<file path="src/rtl/alu_operand_sequencer_if.sv">
// ---------------------------------------------------------------------------
// alu_operand_sequencer_if
// Bundles the operand stream, the parity-unit link and the result stream
// of the ALU operand sequencer.
//   in_data/in_valid/in_ready     : operand nibble stream (A first, then B)
//   a/b/E                         : operands and one-cycle enable to parity unit
//   ansA/ansB                     : combinational parity answers from the unit
//   par_a/par_b/res_valid/res_ready : registered result stream
//   op_count                      : wrap-around count of accepted results
// master = environment (source, parity unit, sink); slave = sequencer.
// ---------------------------------------------------------------------------
interface alu_operand_sequencer_if #(
  parameter int CNT_W = 8
);
  logic [3:0]       in_data;
  logic             in_valid;
  logic             in_ready;
  logic [3:0]       a;
  logic [3:0]       b;
  logic             E;
  logic             ansA;
  logic             ansB;
  logic             par_a;
  logic             par_b;
  logic             res_valid;
  logic             res_ready;
  logic [CNT_W-1:0] op_count;

  modport master (
    output in_data, in_valid, ansA, ansB, res_ready,
    input  in_ready, a, b, E, par_a, par_b, res_valid, op_count
  );

  modport slave (
    input  in_data, in_valid, ansA, ansB, res_ready,
    output in_ready, a, b, E, par_a, par_b, res_valid, op_count
  );
endinterface

</file>
<file path="src/rtl/alu_operand_sequencer.sv">
// ---------------------------------------------------------------------------
// alu_operand_sequencer
// Loads operand A then operand B from a valid/ready nibble stream, pulses
// the parity unit enable for one cycle, captures both parity answers and
// offers them downstream under valid/ready. Counts accepted results.
// Ports:
//   clk   : system clock, rising edge
//   rst_n : asynchronous active-low reset
//   bus   : alu_operand_sequencer_if.slave (see interface header)
// Parameters:
//   CNT_W : width of the completed-operation counter (must match bus)
// ---------------------------------------------------------------------------
module alu_operand_sequencer #(
  parameter int CNT_W = 8
) (
  input  logic                          clk,
  input  logic                          rst_n,
  alu_operand_sequencer_if.slave        bus
);

  typedef enum logic [1:0] {
    LOAD_A = 2'd0,
    LOAD_B = 2'd1,
    EXEC   = 2'd2,
    RESULT = 2'd3
  } state_t;

  state_t           r_state;
  state_t           w_stateNext;
  logic             w_inReady;
  logic             w_enable;
  logic             w_resValid;
  logic [3:0]       r_a;
  logic [3:0]       r_b;
  logic             r_parA;
  logic             r_parB;
  logic [CNT_W-1:0] r_opCount;

  // State register
  always_ff @(posedge clk or negedge rst_n) begin
    if (!rst_n) r_state <= LOAD_A;
    else        r_state <= w_stateNext;
  end

  // Next-state logic; EXEC always lasts exactly one cycle
  always_comb begin
    w_stateNext = r_state;
    unique case (r_state)
      LOAD_A: if (bus.in_valid)  w_stateNext = LOAD_B;
      LOAD_B: if (bus.in_valid)  w_stateNext = EXEC;
      EXEC:                      w_stateNext = RESULT;
      RESULT: if (bus.res_ready) w_stateNext = LOAD_A;
      default:                   w_stateNext = LOAD_A;
    endcase
  end

  // Handshake and enable outputs are decoded purely from the state
  always_comb begin
    w_inReady  = 1'b0;
    w_enable   = 1'b0;
    w_resValid = 1'b0;
    unique case (r_state)
      LOAD_A:  w_inReady  = 1'b1;
      LOAD_B:  w_inReady  = 1'b1;
      EXEC:    w_enable   = 1'b1;
      RESULT:  w_resValid = 1'b1;
      default: w_inReady  = 1'b1;
    endcase
  end

  // Operand, parity and counter registers; a/b/par hold until overwritten
  always_ff @(posedge clk or negedge rst_n) begin
    if (!rst_n) begin
      r_a       <= '0;
      r_b       <= '0;
      r_parA    <= 1'b0;
      r_parB    <= 1'b0;
      r_opCount <= '0;
    end else begin
      if (r_state == LOAD_A && bus.in_valid) r_a <= bus.in_data;
      if (r_state == LOAD_B && bus.in_valid) r_b <= bus.in_data;
      if (r_state == EXEC) begin
        r_parA <= bus.ansA;
        r_parB <= bus.ansB;
      end
      if (r_state == RESULT && bus.res_ready) r_opCount <= r_opCount + 1'b1;
    end
  end

  assign bus.in_ready  = w_inReady;
  assign bus.E         = w_enable;
  assign bus.res_valid = w_resValid;
  assign bus.a         = r_a;
  assign bus.b         = r_b;
  assign bus.par_a     = r_parA;
  assign bus.par_b     = r_parB;
  assign bus.op_count  = r_opCount;

endmodule

</file>
<file path="src/flat_wrapper.sv">
// flat-port wrapper written by rule: the top's interface ports become plain ports
module alu_operand_sequencer_flat 
#(
  parameter int CNT_W = 8
)
  (clk, rst_n, bus_in_data, bus_in_valid, bus_ansA, bus_ansB, bus_res_ready, bus_in_ready, bus_a, bus_b, bus_E, bus_par_a, bus_par_b, bus_res_valid, bus_op_count);
  alu_operand_sequencer_if #(.CNT_W(CNT_W)) bus_i ();
  input  logic clk;
  input  logic rst_n;
  input wire logic [$bits(bus_i.in_data)-1:0] bus_in_data;
  input wire logic [$bits(bus_i.in_valid)-1:0] bus_in_valid;
  input wire logic [$bits(bus_i.ansA)-1:0] bus_ansA;
  input wire logic [$bits(bus_i.ansB)-1:0] bus_ansB;
  input wire logic [$bits(bus_i.res_ready)-1:0] bus_res_ready;
  output wire logic [$bits(bus_i.in_ready)-1:0] bus_in_ready;
  output wire logic [$bits(bus_i.a)-1:0] bus_a;
  output wire logic [$bits(bus_i.b)-1:0] bus_b;
  output wire logic [$bits(bus_i.E)-1:0] bus_E;
  output wire logic [$bits(bus_i.par_a)-1:0] bus_par_a;
  output wire logic [$bits(bus_i.par_b)-1:0] bus_par_b;
  output wire logic [$bits(bus_i.res_valid)-1:0] bus_res_valid;
  output wire logic [$bits(bus_i.op_count)-1:0] bus_op_count;
  assign bus_i.in_data = bus_in_data;
  assign bus_i.in_valid = bus_in_valid;
  assign bus_i.ansA = bus_ansA;
  assign bus_i.ansB = bus_ansB;
  assign bus_i.res_ready = bus_res_ready;
  assign bus_in_ready = bus_i.in_ready;
  assign bus_a = bus_i.a;
  assign bus_b = bus_i.b;
  assign bus_E = bus_i.E;
  assign bus_par_a = bus_i.par_a;
  assign bus_par_b = bus_i.par_b;
  assign bus_res_valid = bus_i.res_valid;
  assign bus_op_count = bus_i.op_count;
  alu_operand_sequencer #(.CNT_W(CNT_W)) u_core (.clk(clk), .rst_n(rst_n), .bus(bus_i));
endmodule
</file>
<file path="config.mk">
export PLATFORM = sky130hd
export DESIGN_NAME = alu_operand_sequencer_flat
export DESIGN_NICKNAME = d
export VERILOG_FILES = /design/src/rtl/alu_operand_sequencer_if.sv /design/src/rtl/alu_operand_sequencer.sv /design/src/flat_wrapper.sv
export SDC_FILE = /design/constraint.sdc
export NUM_CORES = 1
export LEC_CHECK = 0
export CAP_MARGIN = 10
export CORE_MARGIN = 3
export CORE_UTILIZATION = 47
export CTS_BUF_LIST = sky130_fd_sc_hd__clkbuf_8 sky130_fd_sc_hd__clkbuf_16
export DETAILED_ROUTE_END_ITERATION = 16
export GPL_TIMING_DRIVEN = 0
export PLACE_DENSITY = 0.83
export SLEW_MARGIN = 20
export SYNTH_ARGS = -nofsm -noshare
export SYNTH_HDL_FRONTEND = slang
export SYNTH_SLANG_ARGS = --single-unit
export TNS_END_PERCENT = 100
</file>
<file path="constraint.sdc">
create_clock -name clk -period 3.1 [get_ports clk]
set_input_delay 0.62 -clock clk [delete_from_list [all_inputs] [get_ports clk]]
set_output_delay 0.62 -clock clk [all_outputs]
set_load 0.005 [all_outputs]
</file>
# After elaboration in Yosys (flattened, before gate mapping)
# Index checks and enable logic that the tools add are counted.
dict set report word_totals {
  register_bits 20
  inputBits 10
  output_inout_bits 21
  elab_cells 26
}
dict set report classes {
  n_addsub 1
  n_eq_ne 6
  muxes 7
  reduce_logical 6
}
# operator count
set op_table {}
lappend op_table {{adder 8 x 1 -> 8 bit (second input constant)} 1}
lappend op_table {{one-hot mux 2 bit (4 select lines)} 1}
lappend op_table {{2-to-1 mux 2 bit} 3}
lappend op_table {{!= test 2 bit (second input constant)} 3}
lappend op_table {{equality test 2 bit (second input constant)} 2}
lappend op_table {{logical AND 1 bit} 3}
lappend op_table {{2-to-1 mux 1 bit} 3}
lappend op_table {{AND reduction 3 bit} 1}
lappend op_table {{equality test 2 x 1 -> 1 bit (second input constant)} 1}
lappend op_table {{zero test 2 bit} 1}
lappend op_table {{OR reduction 2 bit} 1}

# Logic depth before layout (Yosys ltp)
# Gate-level depths: netlist (run 1).
dict set report logic_depth {
  ltp_word 3
  mapped_depth 5
  mapped_depth_nobuf 5
}

# Worst setup path before layout (run 1)
# OpenSTA, ideal clock, no wires.
dict set report synth_path {
  path_type {register to output}
  from {register u_core.r_state[0]}
  to {output bus_in_ready}
  arrival_time_ps 842
  required_time_ps 2480
  slack_ps 1638
  path_stages_with_launch 5
  n_path_buf 0
  path_cell_list {dfrtp_1 inv_1 ha_1 nor2_1 inv_1}
}
dict set report synth_via {
  elab_chain_len 3
  word_cells_on_any_way 4
  cone_classes {eq/ne (1); mux (1); reduce/logical (2)}
}
# item line
set synth_lines {}
lappend synth_lines {{start: declaration} alu_operand_sequencer.sv:28} ;# state_t r_state;
lappend synth_lines {{start signal: assignment} alu_operand_sequencer.sv:42} ;# else r_state <= w_stateNext;
lappend synth_lines {{equality test 2 x 1 -> 1 bit or zero test 2 bit (tied branches)} alu_operand_sequencer.sv:62} ;# unique case (r_state)
lappend synth_lines {{OR reduction 2 bit (no line) *} n/a}
lappend synth_lines {{2-to-1 mux 1 bit *} alu_operand_sequencer.sv:62}
lappend synth_lines {{end: declaration} flat_wrapper.sv:15} ;# output wire logic [$bits(bus_i.in_ready)-1:0] bus_in_ready;
# Mark *: on every way between the ends. The rest lies on a longest branch, timed or not.

# Worst setup path in the final report (run 1)
# Same ends and word-level chain as after synthesis.

==> results.py, run 1 <==
metrics = {
    "die": {
        "dieArea_um2": 2470,
        "dieHeight_um": 49.7,
        "rows": 15,
        "core_area_um2": 1760,
        "floorplan.initialDensity_pct": 50.9,
        "ios": 31,
        "die_x_um": 49.7,
    },
    "power_and_ir_drop": {
        "clkPwrFrac_pct": 13.9,
        "leakagePower_nw": 0.566,
        "peakVddDrop_v": 0.000544,
        "switchingPower_mw": 0.350,
        "power_density_nw_per_um2": 920,
        "internal-power_mw": 0.819,
        "seq_power_share_pct": 38.7,
        "p_sw_share_pct": 29.9,
        "p_total_mw": 1.17,
        "combPwrFrac_pct": 47.4,
    },
    "job": {
        "maxCapViolCount": 0,
    },
    "worst_setup_path": {
        "timing_worst_setup_path_type": "flop to output port",
        "crit_path_start": "u_core.r_state[0]$_DFFE_PN0P_",
        "r2r_start": "u_core.r_state[0]$_DFFE_PN0P_",
        "cp-start-kind": "flop",
        "cp-endpoint": "bus_in_ready",
        "worst_ep_required_time_ns": 2.48,
        "arrival_ns": 1.69,
        "reg2reg_to": "u_core.r_state[1]$_DFFE_PN0P_",
        "critPathMaxStageDelay_ns": 0.44,
        "crit_chain": "inv_1 -> ha_1 -> nor2_1 -> inv_1 -> clkdlybuf4s50_1",
        "r2r_slack_ns": 1.60,
        "slowest_stage": "clkdlybuf4s50_1",
        "end_kind": "output port",
        "crit_path_max_fanout": 4,
        "r2r_cells": 5,
        "crit_top_cell": "inv_1",
    },
    "synth": {
        "synth_edf_count": 0,
        "synth_common_cells": "dfrtp_1 (20), mux2_2 (12), nand2_1 (7), ha_1 (6), xnor2_1 (5)",
        "synth_ff_type": "dfrtp_1",
        "synth_compound_area_share_pct": 1.39,
        "synthSimpleGateAreaFrac_pct": 9.76,
        "yosysTopAreaCell": "dfrtp_1",
        "synth.area.mux_share_pct": 16.2,
        "synth-xor-area-share_pct": 6.83,
        "yosys_register_bits": 20,
        "synth_top_area_share_pct": 55.8,
        "synth_nets": 82,
        "yosysMostFrequentCell": "dfrtp_1",
        "yosys_warnings": 0,
        "synth.area.top_cells": "dfrtp_1 (56%), mux2_2 (15%), ha_1 (8.4%)",
        "synth_cell_types": 15,
        "synth_fa_ha_area_share_pct": 8.37,
        "synth_top_family_by_area": "multiplexers",
        "synthesis.area_um2": 897,
        "yosysSeqAreaShare_pct": 55.8,
        "synth_cells": 66,
        "postSynthAreaPerCell_um2": 13.6,
        "synthArstFlopShare_pct": 100,
    },
    "final_layout": {
        "fin_area_um2": 1270,
        "diodes": 0,
        "final_nets": 117,
        "fill_cells": 126,
        "area_delta_synth_final_pct": 41.6,
        "drive_above_1_share_pct": 20.2,
    },
    "route": {
        "routedWlPerCell_um": 13.7,
        "ant_nets": 0,
        "num_vias": 611,
        "drtIter0Drc": 6,
        "drt_wl_total_mm": 1.70,
        "drt-pass1-iter-count": 4,
        "drt-vias-per-instance": 4.93,
        "drc": 0,
    },
    "sta": {
        "period_share_pct": 74.4,
        "slew_violations": 0,
        "rsz0062_at_grt": "no",
        "clock_skew_ns": 0.00361,
        "post-route-min-period_ns": 2.31,
        "worstMarginPinSlew_ns": 0.874,
        "fmax_mhz": 434,
        "relSlewSlack_pct": 41.5,
        "setup-violations-final": 0,
        "tns_ns": 0,
        "hold_violations": 0,
    },
    "clocking": {
        "cts_max_path_buffers": 2,
        "cts_tree": "done",
        "postCtsSetupBuffers": 0,
        "clock_latency_ns": 0.25,
        "cts.sinks": 20,
        "cts_buffers": 3,
        "htree_num_levels": 1,
        "cts_resized": 0,
        "cts_root_buf": "clkbuf_8",
        "cts.clk_slew.worst_paths_ns": 0.07,
        "cts.hold.buffers_added": 0,
    },
    "hold_path": {
        "hold_path_class": "flop to flop",
    },
    "grt": {
        "grt_pass1_vias": 643,
        "antenna_found_initial": 0,
        "grt_pass1_wl_mm": 2.80,
        "grt_max_degree": 21,
        "grtUsageTotal_pct": 14.5,
        "overflow": 0,
    },
    "placement": {
        "gp_congestion": 0.679,
        "dpl_cell_area_um2": 1230,
        "hpwl_mm": 1.33,
        "io_buffers": 30,
    },
    "status": {
        "outcome": "complete, no violations",
    },
}
-- cell usage in the layout (no fill, tap or decap), drive strengths merged --
cell type and count:
nand4 1, mux2 12, o22ai 1, ha 6, inv 4, and4 1
nand2 7, xnor2 5, mux2i 1, clkdlybuf4s50 30, clkbuf 3, nor2 3
dfrtp 20, nand3 1, and3 1, nor3 1, xor2 2
-- how the worst min path moves through the flow --
stage / start / to / cells after the start
finish: u_core.bus.op_count[7]$_DFFE_PN0P_ / u_core.bus.op_count[7]$_DFFE_PN0P_ / 1
global route: u_core.bus.par_a$_DFFE_PN0P_ / u_core.bus.par_a$_DFFE_PN0P_ / 1
CTS: u_core.bus.op_count[7]$_DFFE_PN0P_ / u_core.bus.op_count[7]$_DFFE_PN0P_ / 1
detailed placement: u_core.bus.op_count[7]$_DFFE_PN0P_ / u_core.bus.op_count[7]$_DFFE_PN0P_ / 1
global placement: u_core.bus.op_count[7]$_DFFE_PN0P_ / u_core.bus.op_count[7]$_DFFE_PN0P_ / 1
floorplan: rst_n / u_core.bus.a[0]$_DFFE_PN0P_ / 0
-- registers in the layout (all words and copies together), names as in the netlist --
name and flops:
u_core.bus.a 4, u_core.bus.op_count 8, u_core.bus.par_b 1, u_core.bus.par_a 1
u_core.bus.b 4, u_core.r_state 2
-- through the flow --
step	setup WS [ns]	utilization, %	hold WS (ns)	instances
final	0.795	72.0	0.498	124
after floorplan	1.64	-	0.324	66
after detailed placement	1.09	69.6	0.495	121
after global routing	0.714	72.0	0.531	124
after CTS	0.803	72.0	0.508	124
after global placement	1.14	69.6	0.461	121
-- cells by family (layout without fill, tap and decap cells) --
family                   Yosys count  count (layout)
XOR/XNOR                           7               7
AO/OA/AOI/OAI                      1               1
flip-flops                        20              20
adder cells (fa/ha/maj)            6               6
multiplexers                      13              13
AND/OR/NAND/NOR                   15              15
buffers and inverters              4              37
-- layer usage --
layer  share of wire [%]  GRT usage [%]  vias up
li1                    -              -      288
met1                  42           19.1      298
met2                  50           23.1       25
met3                 7.1           3.02        0
met4                   0           5.53        0
met5                   0              0        -
-- cell type report --
class / count / area, µm² / share of cell area (%)
Sequential cell: 20 / 500 / 39.4
Multi-Input combinational cell: 42 / 382 / 30.0
Inverter: 4 / 15.0 / 1.18
Clock buffer: 3 / 41.3 / 3.25
Timing Repair Buffer: 30 / 300 / 23.6
Tap cell: 25 / 31.3 / 2.46
-- power by group through the flow --
stage	Sequential, mW	Combinational [mW]	Clock [mW]
after floorplan	0.455	0.247	0
after global placement	0.449	0.535	0
after detailed placement	0.457	0.556	0
after CTS	0.452	0.562	0.168
after global routing	0.465	0.605	0.176
final	0.452	0.554	0.162
-- critical path, delay by kind of cell, from the launching register on --
family | cells | cell delay, ns
fa+ha+maj | 1 | 0.24
buf+inv | 3 | 0.61
flops | 1 | 0.39
simple gates | 1 | 0.19
(Power assumes the default switching activity.)
==> run 2, diff against run 1 <==
--- a/config.mk
+++ b/config.mk
@@ -7,11 +7,11 @@
 export LEC_CHECK = 0
 export CAP_MARGIN = 10
 export CORE_MARGIN = 3
-export CORE_UTILIZATION = 47
+export CORE_UTILIZATION = 43
 export CTS_BUF_LIST = sky130_fd_sc_hd__clkbuf_8 sky130_fd_sc_hd__clkbuf_16
 export DETAILED_ROUTE_END_ITERATION = 16
 export GPL_TIMING_DRIVEN = 0
-export PLACE_DENSITY = 0.83
+export PLACE_DENSITY = 0.77
 export SLEW_MARGIN = 20
 export SYNTH_ARGS = -nofsm -noshare
 export SYNTH_HDL_FRONTEND = slang
==> constraint.sdc (replaced) <==
create_clock -name clk -period 2.4 [get_ports clk]
set_input_delay 0.48 -clock clk [delete_from_list [all_inputs] [get_ports clk]]
set_output_delay 0.48 -clock clk [all_outputs]
set_load 0.005 [all_outputs]
==> run 2 against run 1 <==
Compared with the run above: die area rose by 8.1%; setup slack got worse by 0.48 ns; hold slack worse by 0.028 ns; clock power up 25%; wire length is 5.5% lower; design area unchanged; critical path type unchanged; highest routed layer is now met4.
==> results.py, run 2 (synthesis results as in run 1) <==
metrics = {
    "sta": {
        "whs_ns": 0.470,
        "fmax_mhz": 480,
        "setup-violations-final": 0,
        "period_share_pct": 86.8,
        "post-route-min-period_ns": 2.08,
        "rsz0062_at_grt": "no",
        "hold_violations": 0,
        "slew_violations": 0,
        "worstMarginPinSlew_ns": 0.863,
        "tns_ns": 0,
        "relSlewSlack_pct": 42.3,
        "setup_ws_ns": 0.316,
        "clock_skew_ns": 0.00270,
    },
    "grt": {
        "overflow": 0,
        "grt_pass1_vias": 609,
        "grtUsageTotal_pct": 14.0,
        "grt_max_degree": 21,
        "antenna_found_initial": 0,
        "grt_pass1_wl_mm": 2.81,
    },
    "placement": {
        "io_buffers": 30,
        "dp.cells": 121,
        "hpwl_mm": 1.27,
        "post-place-ws_ns": 0.579,
        "gp_congestion": 0.679,
    },
    "power_and_ir_drop": {
        "combPwrFrac_pct": 47.3,
        "clkPwrFrac_pct": 13.7,
        "power_density_nw_per_um2": 1170,
        "internal-power_mw": 1.05,
        "peakVddDrop_v": 0.000660,
        "p_sw_share_pct": 29.1,
        "p_total_mw": 1.49,
        "seq_power_share_pct": 39.0,
        "switchingPower_mw": 0.432,
        "leakagePower_nw": 0.566,
    },
    "route": {
        "drt-vias-per-instance": 4.86,
        "drt-pass1-iter-count": 3,
        "num_vias": 603,
        "routedWlPerCell_um": 12.9,
        "drtIter0Drc": 2,
        "drt_wl_total_mm": 1.60,
        "ant_nets": 0,
        "drc": 0,
    },
    "die": {
        "dieHeight_um": 51.7,
        "die_x_um": 51.7,
        "core_area_um2": 1840,
        "dieArea_um2": 2670,
        "ios": 31,
        "rows": 15,
        "floorplan.initialDensity_pct": 48.8,
    },
    "final_layout": {
        "diodes": 0,
        "final_nets": 117,
        "seqCellArea_um2": 500,
        "final_common_cell": "clkdlybuf4s50_1",
        "final_cells": 124,
        "fill_cells": 153,
        "final_cell_mix": "clkdlybuf4s50_1 (30), dfrtp_1 (20), mux2_2 (12), nand2_1 (7), ha_1 (6)",
        "multi_input_area_um2": 382,
        "largest_reg_flops": 8,
        "area_delta_synth_final_pct": 41.6,
        "drive_above_1_share_pct": 20.2,
    },
    "clocking": {
        "htree_num_levels": 1,
        "cts_buffers": 3,
        "clock_latency_ns": 0.24,
        "cts.hold.buffers_added": 0,
        "postCtsSetupBuffers": 0,
        "cts.clk_slew.worst_paths_ns": 0.07,
        "cts_resized": 0,
        "cts_max_path_buffers": 2,
        "cts.sinks": 20,
        "cts_tree": "done",
        "cts_root_buf": "clkbuf_8",
    },
    "worst_setup_path": {
        "r2r_slack_ns": 1.00,
        "timing_worst_setup_path_type": "flop to output port",
        "arrival_ns": 1.60,
        "worst_ep_required_time_ns": 1.92,
        "end_kind": "output port",
        "cp-start-kind": "flop",
        "crit_path_max_fanout": 4,
    },
    "status": {
        "outcome": "complete, no violations",
    },
    "hold_path": {
        "hold_path_class": "flop to flop",
    },
    "job": {
        "maxCapViolCount": 0,
    },
}
run 2: cell counts in the layout (fill, tap and decap cells not counted):
No cell type changed its count.
run 2: stage by stage:
stage,utilization [%],instance area (µm²)
3_3_place_gp,66.8,1230
5_1_grt,69.0,1270
2_1_floorplan,-,897
4_1_cts,69.0,1270
6_report,69.0,1270
3_5_place_dp,66.8,1230
run 2: power by group through the flow:
stage	registers [mW]	logic (mW)	clock network, mW
2_1_floorplan	0.587	0.319	0
3_3_place_gp	0.580	0.693	0
3_5_place_dp	0.589	0.716	0
4_1_cts	0.582	0.719	0.215
5_1_grt	0.606	0.767	0.228
6_report	0.580	0.703	0.203
run 2: worst max-delay path, cell delays in order (launching register included):
cell and delay (ns):
dfrtp_1 0.37, inv_1 0.10, ha_1 0.22, nor2_1 0.16, inv_1 0.06, clkdlybuf4s50_1 0.45
run 2: metal layers:
| metal | track usage [%] | vias to the layer above | routed length, µm |
|---|---|---|---|
| li1 | - | 292 | - |
| met1 | 17.0 | 295 | 686 |
| met2 | 24.2 | 14 | 837 |
| met3 | 2.87 | 2 | 68 |
| met4 | 5.24 | 0 | 10 |
| met5 | 0 | - | 0 |
run 2: worst paths after layout:
check,startpoint,end,depth (start not counted)
worst max-delay path,u_core.r_state[0]$_DFFE_PN0P_,bus_in_ready,5
worst min-delay path,u_core.bus.op_count[7]$_DFFE_PN0P_,u_core.bus.op_count[7]$_DFFE_PN0P_,1
worst max register to register,u_core.r_state[1]$_DFFE_PN0P_,u_core.r_state[1]$_DFFE_PN0P_,4
worst min register to register,u_core.bus.op_count[7]$_DFFE_PN0P_,u_core.bus.op_count[7]$_DFFE_PN0P_,1
max in group asynchronous,rst_n,u_core.r_state[1]$_DFFE_PN0P_,1
min in group asynchronous,rst_n,u_core.bus.op_count[5]$_DFFE_PN0P_,1
run 2: area by class of cell:
class / count / share of cell area [%]
Sequential cell: 20 / 39.4
Multi-Input combinational cell: 42 / 30.0
Timing Repair Buffer: 30 / 23.6
Clock buffer: 3 / 3.25
Tap cell: 25 / 2.46
Inverter: 4 / 1.18
==> run 3, diff against run 2 <==
--- a/config.mk
+++ b/config.mk
@@ -5,10 +5,13 @@
 export SDC_FILE = /design/constraint.sdc
 export NUM_CORES = 1
 export LEC_CHECK = 0
+export ABC_AREA = 1
 export CAP_MARGIN = 10
+export CORE_ASPECT_RATIO = 1.2
 export CORE_MARGIN = 3
-export CORE_UTILIZATION = 43
+export CORE_UTILIZATION = 44
 export CTS_BUF_LIST = sky130_fd_sc_hd__clkbuf_8 sky130_fd_sc_hd__clkbuf_16
+export CTS_CLUSTER_DIAMETER = 120
 export DETAILED_ROUTE_END_ITERATION = 16
 export GPL_TIMING_DRIVEN = 0
 export PLACE_DENSITY = 0.77
==> run 3 against run 2 <==
Compared with the run above: power rose by 14%; utilization up 1.1 points; sequential power up 4.5%; first-iteration DRC count rose to 6.5 times the previous value; critical path depth decreased by 1; die area grew 4.7%; flip-flop and latch count is the same; cell count rose by 36%; clock power rose by 66%; global-route usage rose by 2.2 points; highest routed layer unchanged.
==> results.py, run 3 <==
metrics = {
    "clocking": {
        "cts_tree": "done",
        "postCtsSetupBuffers": 0,
        "cts.clk_slew.worst_paths_ns": 0.08,
        "cts_max_path_buffers": 2,
        "cts_root_buf": "clkbuf_8",
        "clock_latency_ns": 0.26,
        "cts.hold.buffers_added": 0,
        "cts_buffers": 3,
        "cts.sinks": 20,
        "cts_resized": 0,
        "htree_num_levels": 1,
    },
    "grt": {
        "top_usage_layer": "met2",
        "grt_use_met2_pct": 28.0,
        "grtUsageMet3_pct": 6.27,
        "grtUsageTotal_pct": 16.2,
        "grt_pass1_wl_mm": 3.42,
        "overflow": 0,
        "grt_pass1_vias": 822,
        "antenna_found_initial": 0,
        "grt_use_met1_pct": 16.2,
        "grt_max_degree": 21,
    },
    "worst_setup_path": {
        "r2r_cells": 3,
        "timing_worst_setup_path_type": "flop to output port",
        "arrival_ns": 1.75,
        "critPathMaxStageDelay_ns": 0.46,
        "end_kind": "output port",
        "cp-start-kind": "flop",
        "r2r_start": "u_core.r_state[0]$_DFFE_PN0P_",
        "slowest_stage": "clkdlybuf4s50_1",
        "crit_chain": "inv_1 -> ha_1 -> or2_2 -> clkdlybuf4s50_1",
        "r2r_slack_ns": 1.09,
        "reg2reg_to": "u_core.bus.op_count[1]$_DFFE_PN0P_",
        "worst_ep_required_time_ns": 1.92,
        "crit_path_max_fanout": 4,
    },
    "sta": {
        "tns_ns": 0,
        "worstMarginPinSlew_ns": 0.900,
        "hold_violations": 0,
        "clock_skew_ns": 0.00766,
        "relSlewSlack_pct": 39.8,
        "rsz0062_at_grt": "no",
        "post-route-min-period_ns": 2.23,
        "fmax_mhz": 448,
        "slew_violations": 0,
        "period_share_pct": 93.0,
        "setup-violations-final": 0,
    },
    "power_and_ir_drop": {
        "peakVddDrop_v": 0.000881,
        "leakagePower_nw": 0.675,
        "p_total_mw": 1.69,
        "power_density_nw_per_um2": 1230,
    },
    "synth": {
        "yosysTopAreaCell": "dfrtp_1",
        "synth_nets": 123,
        "synth_common_cells": "nand2_1 (25), dfrtp_1 (20), inv_1 (20), o21ai_0 (10)",
        "synth_ff_type": "dfrtp_1",
        "synth_cells": 107,
        "yosysSeqAreaShare_pct": 51.8,
        "yosys_register_bits": 20,
        "yosys_warnings": 0,
        "synth_top_area_share_pct": 51.8,
        "postSynthAreaPerCell_um2": 9.03,
        "synth_edf_count": 0,
        "synth_cell_types": 16,
        "synthArstFlopShare_pct": 100,
        "synth.area.top_cells": "dfrtp_1 (52%), nand2_1 (9.7%), ha_1 (7.8%)",
        "yosysMostFrequentCell": "nand2_1",
        "synthesis.area_um2": 966,
    },
    "route": {
        "drc": 0,
        "num_vias": 793,
        "drt_wl_total_mm": 2.03,
        "ant_nets": 0,
        "drt-vias-per-instance": 4.69,
        "routedWlPerCell_um": 12.0,
        "drt-pass1-iter-count": 4,
        "drtIter0Drc": 13,
    },
    "final_layout": {
        "final_cells": 169,
        "drive_above_1_share_pct": 7.80,
        "final_common_cell": "clkdlybuf4s50_1",
        "fill_cells": 179,
        "final_cell_mix": "clkdlybuf4s50_1 (30), nand2_1 (25), inv_1 (20), dfrtp_1 (20), o21ai_0 (10)",
        "fin_area_um2": 1370,
        "largest_reg_flops": 8,
        "diodes": 0,
        "final_nets": 158,
        "area_delta_synth_final_pct": 42.1,
    },
    "placement": {
        "hpwl_mm": 1.52,
        "dp.cells": 165,
        "io_buffers": 30,
        "gp_congestion": 0.791,
        "dpl_cell_area_um2": 1300,
    },
    "hold_path": {
        "hp-start": "u_core.bus.b[2]$_DFFE_PN0P_",
        "hold_path_class": "flop to flop",
        "hold_path_end": "u_core.bus.b[2]$_DFFE_PN0P_",
        "hold_depth": 2,
    },
    "die": {
        "rows": 17,
        "core_area_um2": 1960,
        "floorplan.initialDensity_pct": 49.4,
        "die_x_um": 48.8,
        "dieArea_um2": 2800,
        "ios": 31,
        "dieHeight_um": 57.3,
    },
    "status": {
        "outcome": "complete, no violations",
    },
    "job": {
        "maxCapViolCount": 0,
    },
}
run 3: final cells by class:
cell class	count	area [µm²]	share of cell area, %
Clock buffer	3	41.3	3.01
Clock inverter	1	30.0	2.19
Inverter	20	75.1	5.47
Multi-Input combinational cell	67	390	28.4
Sequential cell	20	500	36.5
Tap cell	28	35.0	2.55
Timing Repair Buffer	30	300	21.9
run 3: stage by stage:
step                worst slack, ns  hold slack, ns  utilization [%]
floorplan                     0.972           0.184                -
global placement              0.471           0.468             66.5
detailed placement            0.452           0.482             66.5
CTS                           0.151           0.503             70.1
global route                 0.0739           0.526             70.1
finish                        0.168           0.498             70.1
run 3: logic make-up (layout without fill, tap and decap cells):
group	after synthesis	after routing	synth area share (%)
buffers and inverters	20	54	7.77
AND/OR/NAND/NOR	42	42	19.4
XOR/XNOR	3	3	2.72
multiplexers	3	3	3.50
flip-flops	20	20	51.8
adder cells (fa/ha/maj)	6	6	7.77
AO/OA/AOI/OAI	13	13	6.99
run 3: metal layers:
| metal | wire length, µm | vias up |
|---|---|---|
| met5 | 0 | - |
| met1 | 879 | 364 |
| met3 | 166 | 2 |
| met4 | 14 | 0 |
| li1 | - | 397 |
| met2 | 964 | 30 |
run 3: critical path: cells and delay by family (launching register included):
family                     cells  cell delay (ns)
adders and majority gates      1             0.23
buffers and inverters          2             0.56
DFF                            1             0.41
and+or+nand+nor                1             0.30
run 3: where the power goes:
group	switching, mW	internal [mW]
clock	0.114	0.223
sequential	0.123	0.484
combinational	0.318	0.428
run 3: worst max path at each step:
stage / from / end / slack, ns
6_report: u_core.r_state[0]$_DFFE_PN0P_ / bus_in_ready / 0.17
3_3_place_gp: u_core.r_state[0]$_DFFE_PN0P_ / bus_in_ready / 0.47
3_5_place_dp: u_core.r_state[0]$_DFFE_PN0P_ / bus_in_ready / 0.45
2_1_floorplan: u_core.r_state[0]$_DFFE_PN0P_ / bus_in_ready / 0.97
5_1_grt: u_core.r_state[0]$_DFFE_PN0P_ / bus_in_ready / 0.07
4_1_cts: u_core.r_state[0]$_DFFE_PN0P_ / bus_in_ready / 0.15
